### src/rtl/fib_bcd_conv.sv
// Iterative double-dabble converter: 64-bit binary in over Avalon-ST,
// packed BCD plus significant-digit count out over Avalon-ST with backpressure.
module fib_bcd_conv #(
    parameter int DATA_W = 64,
    parameter int DIGITS = 20,
    parameter int CNT_W  = 5
) (
    input  logic                  CLK,
    input  logic                  RESET,
    output logic                  ASI_READY,
    input  logic                  ASI_VALID,
    input  logic [DATA_W-1:0]     ASI_DATA,
    input  logic                  ASI_ERROR,
    input  logic                  ASO_READY,
    output logic                  ASO_VALID,
    output logic [4*DIGITS-1:0]   ASO_DATA,
    output logic [CNT_W-1:0]      ASO_DIGITS,
    output logic                  ASO_ERROR,
    output logic                  OVERRUN
);

    localparam int BCD_W = 4 * DIGITS;
    localparam int BIT_W = $clog2(DATA_W + 1);

    typedef enum logic [1:0] {
        S_IDLE,
        S_SHIFT,
        S_DONE,
        S_OUT
    } state_t;

    state_t              state_q, state_d;
    logic [DATA_W-1:0]   shift_q, shift_d;
    logic [BCD_W-1:0]    bcd_q, bcd_d;
    logic [BIT_W-1:0]    bit_cnt_q, bit_cnt_d;
    logic                asi_ready_q, asi_ready_d;
    logic                aso_valid_q, aso_valid_d;
    logic [BCD_W-1:0]    aso_data_q, aso_data_d;
    logic [CNT_W-1:0]    aso_digits_q, aso_digits_d;
    logic                aso_error_q, aso_error_d;
    logic                overrun_q, overrun_d;

    logic [BCD_W-1:0]    bcd_adj;
    logic [CNT_W-1:0]    top_digits;

    // Add-3 correction: a digit >= 5 becomes at most 12, so it stays in its nibble.
    always_comb begin
        bcd_adj = bcd_q;
        for (int unsigned i = 0; i < DIGITS; i++) begin
            if (bcd_q[4*i +: 4] >= 4'd5) begin
                bcd_adj[4*i +: 4] = bcd_q[4*i +: 4] + 4'd3;
            end
        end
    end

    // Highest nonzero digit index + 1; an all-zero value still reports one digit.
    always_comb begin
        top_digits = CNT_W'(1);
        for (int unsigned i = 0; i < DIGITS; i++) begin
            if (bcd_q[4*i +: 4] != 4'd0) begin
                top_digits = CNT_W'(i + 1);
            end
        end
    end

    always_comb begin
        state_d      = state_q;
        shift_d      = shift_q;
        bcd_d        = bcd_q;
        bit_cnt_d    = bit_cnt_q;
        aso_valid_d  = aso_valid_q;
        aso_data_d   = aso_data_q;
        aso_digits_d = aso_digits_q;
        aso_error_d  = aso_error_q;
        overrun_d    = overrun_q | (ASI_VALID & ~asi_ready_q);

        case (state_q)
            S_IDLE: begin
                if (ASI_VALID && asi_ready_q) begin
                    shift_d   = ASI_DATA;
                    bcd_d     = '0;
                    bit_cnt_d = BIT_W'(DATA_W);
                    if (ASI_ERROR) begin
                        aso_data_d   = '0;
                        aso_digits_d = '0;
                        aso_error_d  = 1'b1;
                        state_d      = S_OUT;
                    end else begin
                        state_d = S_SHIFT;
                    end
                end
            end
            S_SHIFT: begin
                bcd_d     = {bcd_adj[BCD_W-2:0], shift_q[DATA_W-1]};
                shift_d   = {shift_q[DATA_W-2:0], 1'b0};
                bit_cnt_d = bit_cnt_q - BIT_W'(1);
                if (bit_cnt_q == BIT_W'(1)) begin
                    state_d = S_DONE;
                end
            end
            S_DONE: begin
                aso_data_d   = bcd_q;
                aso_digits_d = top_digits;
                aso_error_d  = 1'b0;
                state_d      = S_OUT;
            end
            S_OUT: begin
                // Valid rises one edge after entering OUT; data is already stable.
                if (!aso_valid_q) begin
                    aso_valid_d = 1'b1;
                end else if (ASO_READY) begin
                    aso_valid_d = 1'b0;
                    aso_error_d = 1'b0;
                    state_d     = S_IDLE;
                end
            end
            default: state_d = S_IDLE;
        endcase

        asi_ready_d = (state_d == S_IDLE);
    end

    always_ff @(posedge CLK) begin
        if (RESET) begin
            state_q      <= S_IDLE;
            shift_q      <= '0;
            bcd_q        <= '0;
            bit_cnt_q    <= '0;
            asi_ready_q  <= 1'b1;
            aso_valid_q  <= 1'b0;
            aso_data_q   <= '0;
            aso_digits_q <= '0;
            aso_error_q  <= 1'b0;
            overrun_q    <= 1'b0;
        end else begin
            state_q      <= state_d;
            shift_q      <= shift_d;
            bcd_q        <= bcd_d;
            bit_cnt_q    <= bit_cnt_d;
            asi_ready_q  <= asi_ready_d;
            aso_valid_q  <= aso_valid_d;
            aso_data_q   <= aso_data_d;
            aso_digits_q <= aso_digits_d;
            aso_error_q  <= aso_error_d;
            overrun_q    <= overrun_d;
        end
    end

    assign ASI_READY  = asi_ready_q;
    assign ASO_VALID  = aso_valid_q;
    assign ASO_DATA   = aso_data_q;
    assign ASO_DIGITS = aso_digits_q;
    assign ASO_ERROR  = aso_error_q;
    assign OVERRUN    = overrun_q;

endmodule

### config.mk
export PLATFORM = sky130hd
export DESIGN_NAME = fib_bcd_conv
export DESIGN_NICKNAME = d
export VERILOG_FILES = /design/src/rtl/fib_bcd_conv.sv
export SDC_FILE = /design/constraint.sdc
export NUM_CORES = 1
export LEC_CHECK = 0
export CAP_MARGIN = 25
export CORE_MARGIN = 2
export CORE_UTILIZATION = 43
export CTS_CLUSTER_SIZE = 14
export DETAILED_ROUTE_END_ITERATION = 8
export HOLD_SLACK_MARGIN = 0.03
export PLACE_DENSITY = 0.68
export SLEW_MARGIN = 0
export SYNTH_ARGS = -nofsm -noshare
export SYNTH_HDL_FRONTEND = slang
export SYNTH_SLANG_ARGS = --single-unit
### constraint.sdc
create_clock -name CLK -period 1.75 [get_ports CLK]
set_input_delay 0.35 -clock CLK [delete_from_list [all_inputs] [get_ports CLK]]
set_output_delay 0.35 -clock CLK [all_outputs]
set_load 0.01 [all_outputs]
After elaboration in Yosys (flattened, before gate mapping)
Index checks and enable logic that the tools add are counted. Widths: inputs -> output; s select.

Input bits: 69. Flip-flop bits (word level): 242.

Bitwise logic cells: 3. Multiplexer cells: 64. Equal/unequal tests: 8. Magnitude comparators: 20. Add/subtract/negate cells: 21. Reductions and logical operators: 28.

Operator list (count): $pmux 80 s2 (2); $mux 80 (3); $pmux 64 s2 (1); $mux 5 (20); $ge 4x3->1 const B (20); $add 4x2->4 const B (19); $mux 4 (19); $reduce_bool 4->1 (19); $mux 64 (1); $pmux 7 s2 (1); $mux 2 (6); $pmux 5 s2 (1); $ne 2x2->1 const B (4); $pmux 2 s4 (1); $eq 7x1->1 const B (1); $mux 7 (1); $sub 7x1->7 const B (1); $mux 1 (6); $reduce_and 5->1 (1); $eq 2x2->1 const B (2); $logic_not 2->1 (2); $reduce_bool 2->1 (2); $add 3x2->3 const B (1); $mux 3 (1); other kinds (9) (9).

Logic depth before layout (Yosys ltp)
Word-level depth: 21. Mapped depth: 8.

Least setup slack after synthesis
OpenSTA, ideal clock, no wires.

Path type: register to register. From: reg bcd_q[36]. To: reg aso_digits_q[1], in the netlist ASO_DIGITS[1]. Library setup time: 0.134 ns. Buffers on the path: 0. Arrival: 1.623 ns. Stages on the path, launching flop included: 8. Slack: -0.007 ns. Required time: 1.616 ns. Cell sequence: dfxtp_1 > inv_1 > ha_1 > or3b_4 > nor4b_4 > nand4_1 > a21oi_1 > o22ai_1.

Cells in the longest elaborated chain, start to end: 13.

Ends and longest elaborated chain: start: declaration (RTL line 34) `logic [BCD_W-1:0] bcd_q, bcd_d;`; start signal: assignment (RTL line 127) `bcd_q <= '0;`; start signal: assignment (RTL line 138) `bcd_q <= bcd_d;`; $reduce_bool 4->1 (RTL line 60) `if (bcd_q[4*i +: 4] != 4'd0) begin`; $mux 5 (11 in series) (RTL line 60); $pmux 5 s2 (RTL line 77) `case (state_q)`; end signal: assignment (RTL line 143) `aso_digits_q <= aso_digits_d;`; end: declaration (RTL line 39) `logic [CNT_W-1:0] aso_digits_q, aso_digits_d;`.

No other way between the ends. A chain may end at the register's enable or synchronous reset.

Final worst setup path
From: reg bcd_q[9]. To: reg aso_digits_q[1], in the netlist ASO_DIGITS[1].

Cells in the longest elaborated chain, start to end: 20.

Ends and longest elaborated chain (RTL line): $reduce_bool 4->1 (60); $mux 5 (18 in series) (60); $pmux 5 s2 (77).

No other way between the ends.

==> results.py <==
metrics = {
    "logic_synthesis": {
        "yosysWarnings": 0,
        "synthFlopType": "dfxtp_1",
        "yosys.area.top_type": "dfxtp_1",
        "syn_nets": 1375,
        "synth_area_mm2": 0.0109,
        "seq_area_frac_synth": 0.446,
        "syn_inst": 1263,
        "avgSynthCellArea_um2": 8.59,
        "synthMostInstantiatedCell": "dfxtp_1",
        "synth_async_sr_flop_share": 0,
        "yosys.area.top_type_share": 0.446,
        "synth_common_cells": "dfxtp_1 (242), nor2_1 (159), a22oi_1 (118)",
        "synthDistinctLibCells": 48,
        "synth-seq-cells": 242,
        "synth_edf_count": 0,
        "synthTopCellsByArea": "dfxtp_1 (45%), a22oi_1 (8.2%), nor2_1 (5.5%)",
    },
    "clocking": {
        "clk_pin_slew_ns": 0.07,
        "cts-buffers-inserted": 26,
        "cts_root_buf": "clkbuf_16",
        "cts.sinks": 242,
        "clk_latency_ns": 0.53,
        "cts.path.max_buffers": 3,
        "cts_tree": "yes",
        "postCtsHoldBufs": 0,
        "htreeDepth": 1,
    },
    "worst_setup_path": {
        "cp_data_arrival_time_ns": 2.22,
        "path_max_fanout": 2,
        "r2r-start": "bcd_q[9]",
        "start_kind": "flop",
        "path_class": "flop to flop",
        "critPathRequiredTime_ns": 2.13,
        "endpoint_kind": "flop",
        "startpoint": "bcd_q[9]",
    },
    "power_and_ir_drop": {
        "p_int_w": 0.00994,
        "clkPwrFrac": 0.412,
        "p_sw_w": 0.00353,
        "power_density_mw_per_mm2": 958,
        "ir_worst_vdd_mv": 0.599,
        "swShare": 0.262,
        "seqPwrFrac": 0.444,
        "leakagePower_nw": 5.73,
        "pwr-share-comb": 0.144,
    },
    "worst_hold_path": {
        "min_path_type": "input port to flop",
        "hold_start": "RESET",
    },
    "cells_and_area": {
        "fin_nets": 1531,
        "area_delta_synth_final_pct": 29.6,
        "antenna_cells": 0,
        "finalNonFillerCells": 1769,
        "post-route-util": 0.563,
        "seq_area_mm2": 0.00486,
        "layout-drive-gt1-share": 0.110,
        "multiInputGateArea_mm2": 0.00532,
        "num-fill-cells": 2303,
        "stdcell_area_mm2": 0.0141,
    },
    "sta": {
        "skew_ns": 0.0165,
        "setup_viol": 2,
        "worst_slack_ns": -0.0909,
        "drv_slew": 0,
        "slew_headroom": 0.627,
        "tns_ns": -0.105,
        "timing.fmax_ghz": 0.543,
        "fin_hold_ws_ns": 0.102,
        "rsz0062_at_grt": "true",
        "finalCriticalPeriod_ns": 1.84,
        "tightestPinTransition_ns": 0.555,
        "period_share": 1.05,
        "hold_viol": 0,
    },
    "placement": {
        "dpl_cell_area_mm2": 0.0131,
        "hpwl_um": 17100,
        "dp_cells": 1718,
        "numPortBuffers": 157,
        "place_congestion": 0.818,
    },
    "global_route": {
        "grt_max_degree": 101,
        "grt-ovfl-total": 0,
        "grt_pass1_vias": 8934,
        "grt_antenna_before_repair": 0,
        "track_usage": 0.199,
        "grt_pass1_wl_um": 44700,
    },
    "floorplanning": {
        "die_h_um": 163,
        "rows": 58,
        "initial_core_util": 0.435,
        "core-area_mm2": 0.0250,
        "ios": 158,
        "die_area_mm2": 0.0265,
        "die_w_um": 163,
    },
    "drt": {
        "drtPass1Iterations": 5,
        "routed_wl_um": 27600,
        "wire_per_inst_um": 15.6,
        "ant_nets": 0,
        "drt-initial-drc-count": 787,
        "vias_per_cell": 5.50,
        "num_vias": 9731,
        "drcViolationCount": 0,
    },
    "status": {
        "failed_checks": "setup timing",
        "status": "complete, but fails checks",
    },
    "flow_run": {
        "cap_violations": 0,
    },
}
==> timing repair <==
| action | 4_1_cts | 5_1_grt |
|---|---|---|
| resized for setup | 88 | 41 |
| setup buffers | 2 | 1 |
| endpoints found under the setup margin | 86 | 27 |
| pin swaps | 6 | 3 |
==> through the flow <==
step / worst slack (ns) / total power, W
after floorplan: 0.00236 / 0.00732
after CTS: -0.0217 / 0.0136
final: -0.0909 / 0.0135
after global routing: -0.120 / 0.0140
after detailed placement: -0.167 / 0.00803
after global placement: -0.152 / 0.00800
==> metal layers <==
| metal | part of all wire | vias to the layer above | GRT usage |
|---|---|---|---|
| met1 | 0.48 | 4605 | 0.286 |
| met5 | 0 | - | 0 |
| li1 | - | 4845 | - |
| met3 | 0.052 | 27 | 0.0275 |
| met2 | 0.46 | 254 | 0.321 |
| met4 | 0.013 | 0 | 0.0362 |
==> power by group through the flow <==
| stage | clock, W | sequential, W | combinational, W |
|---|---|---|---|
| detailed placement | 0 | 0.00610 | 0.00192 |
| CTS | 0.00566 | 0.00598 | 0.00193 |
| global route | 0.00588 | 0.00602 | 0.00212 |
| global placement | 0 | 0.00609 | 0.00191 |
| floorplan | 0 | 0.00606 | 0.00126 |
| finish | 0.00555 | 0.00599 | 0.00193 |
==> sequential cells by signal, indices dropped and copies added (netlist names) <==
name        count
shift_q        64
bcd_q          80
OVERRUN         1
ASO_ERROR       1
ASO_DATA       80
state_q         2
bit_cnt_q       7
ASO_VALID       1
ASO_DIGITS      5
ASI_READY       1
==> path summary, 6_finish.rpt <==
kind | cells past startpoint | endpoint | slack (ns)
worst max register to register | 7 | ASO_DIGITS[1] | -0.09
worst max-delay path | 7 | ASO_DIGITS[1] | -0.09
worst min register to register | 2 | OVERRUN | 0.46
worst min-delay path | 2 | ASO_ERROR | 0.10
==> logic make-up after synthesis <==
kind of cell	Yosys count	share of synthesized area
AOI/OAI and AO/OA	416	0.260
xor gates and xnor gates	24	0.0194
buffers and inverters	208	0.0779
DFF	242	0.446
adders and majority gates	43	0.0496
and+or+nand+nor	322	0.140
muxes	8	0.00738
==> critical path, stage by stage (launching register included) <==
cell,delay (ns)
dfxtp_2,0.33
inv_2,0.07
ha_4,0.13
or3b_4,0.40
o311ai_4,0.28
nand4_1,0.21
a21oi_2,0.21
o22ai_1,0.09
==> layout by cell type (no fill, tap or decap), drive strengths merged, types with 8 or more instances in the layout <==
cell	count
o21ai	49
xnor2	24
nand2	35
o22ai	64
o211ai	17
nor2	160
a221oi	63
nor3b	14
a22oi	118
nand3	24
inv	110
nand2b	30
clkdlybuf4s50	67
o31ai	11
ha	43
buf	70
and2	10
mux2i	8
dlygate4sd2	82
clkbuf	40
a21oi	79
nor3	32
dfxtp	242
==> cell type report <==
type	count	area share
inverters	110	0.0295
multi-input cells	813	0.378
well taps	330	0.0294
repair buffers	226	0.156
clock inverters	8	0.00659
flip-flops and latches	242	0.346
clock buffers	40	0.0551
(Power assumes the default switching activity.)
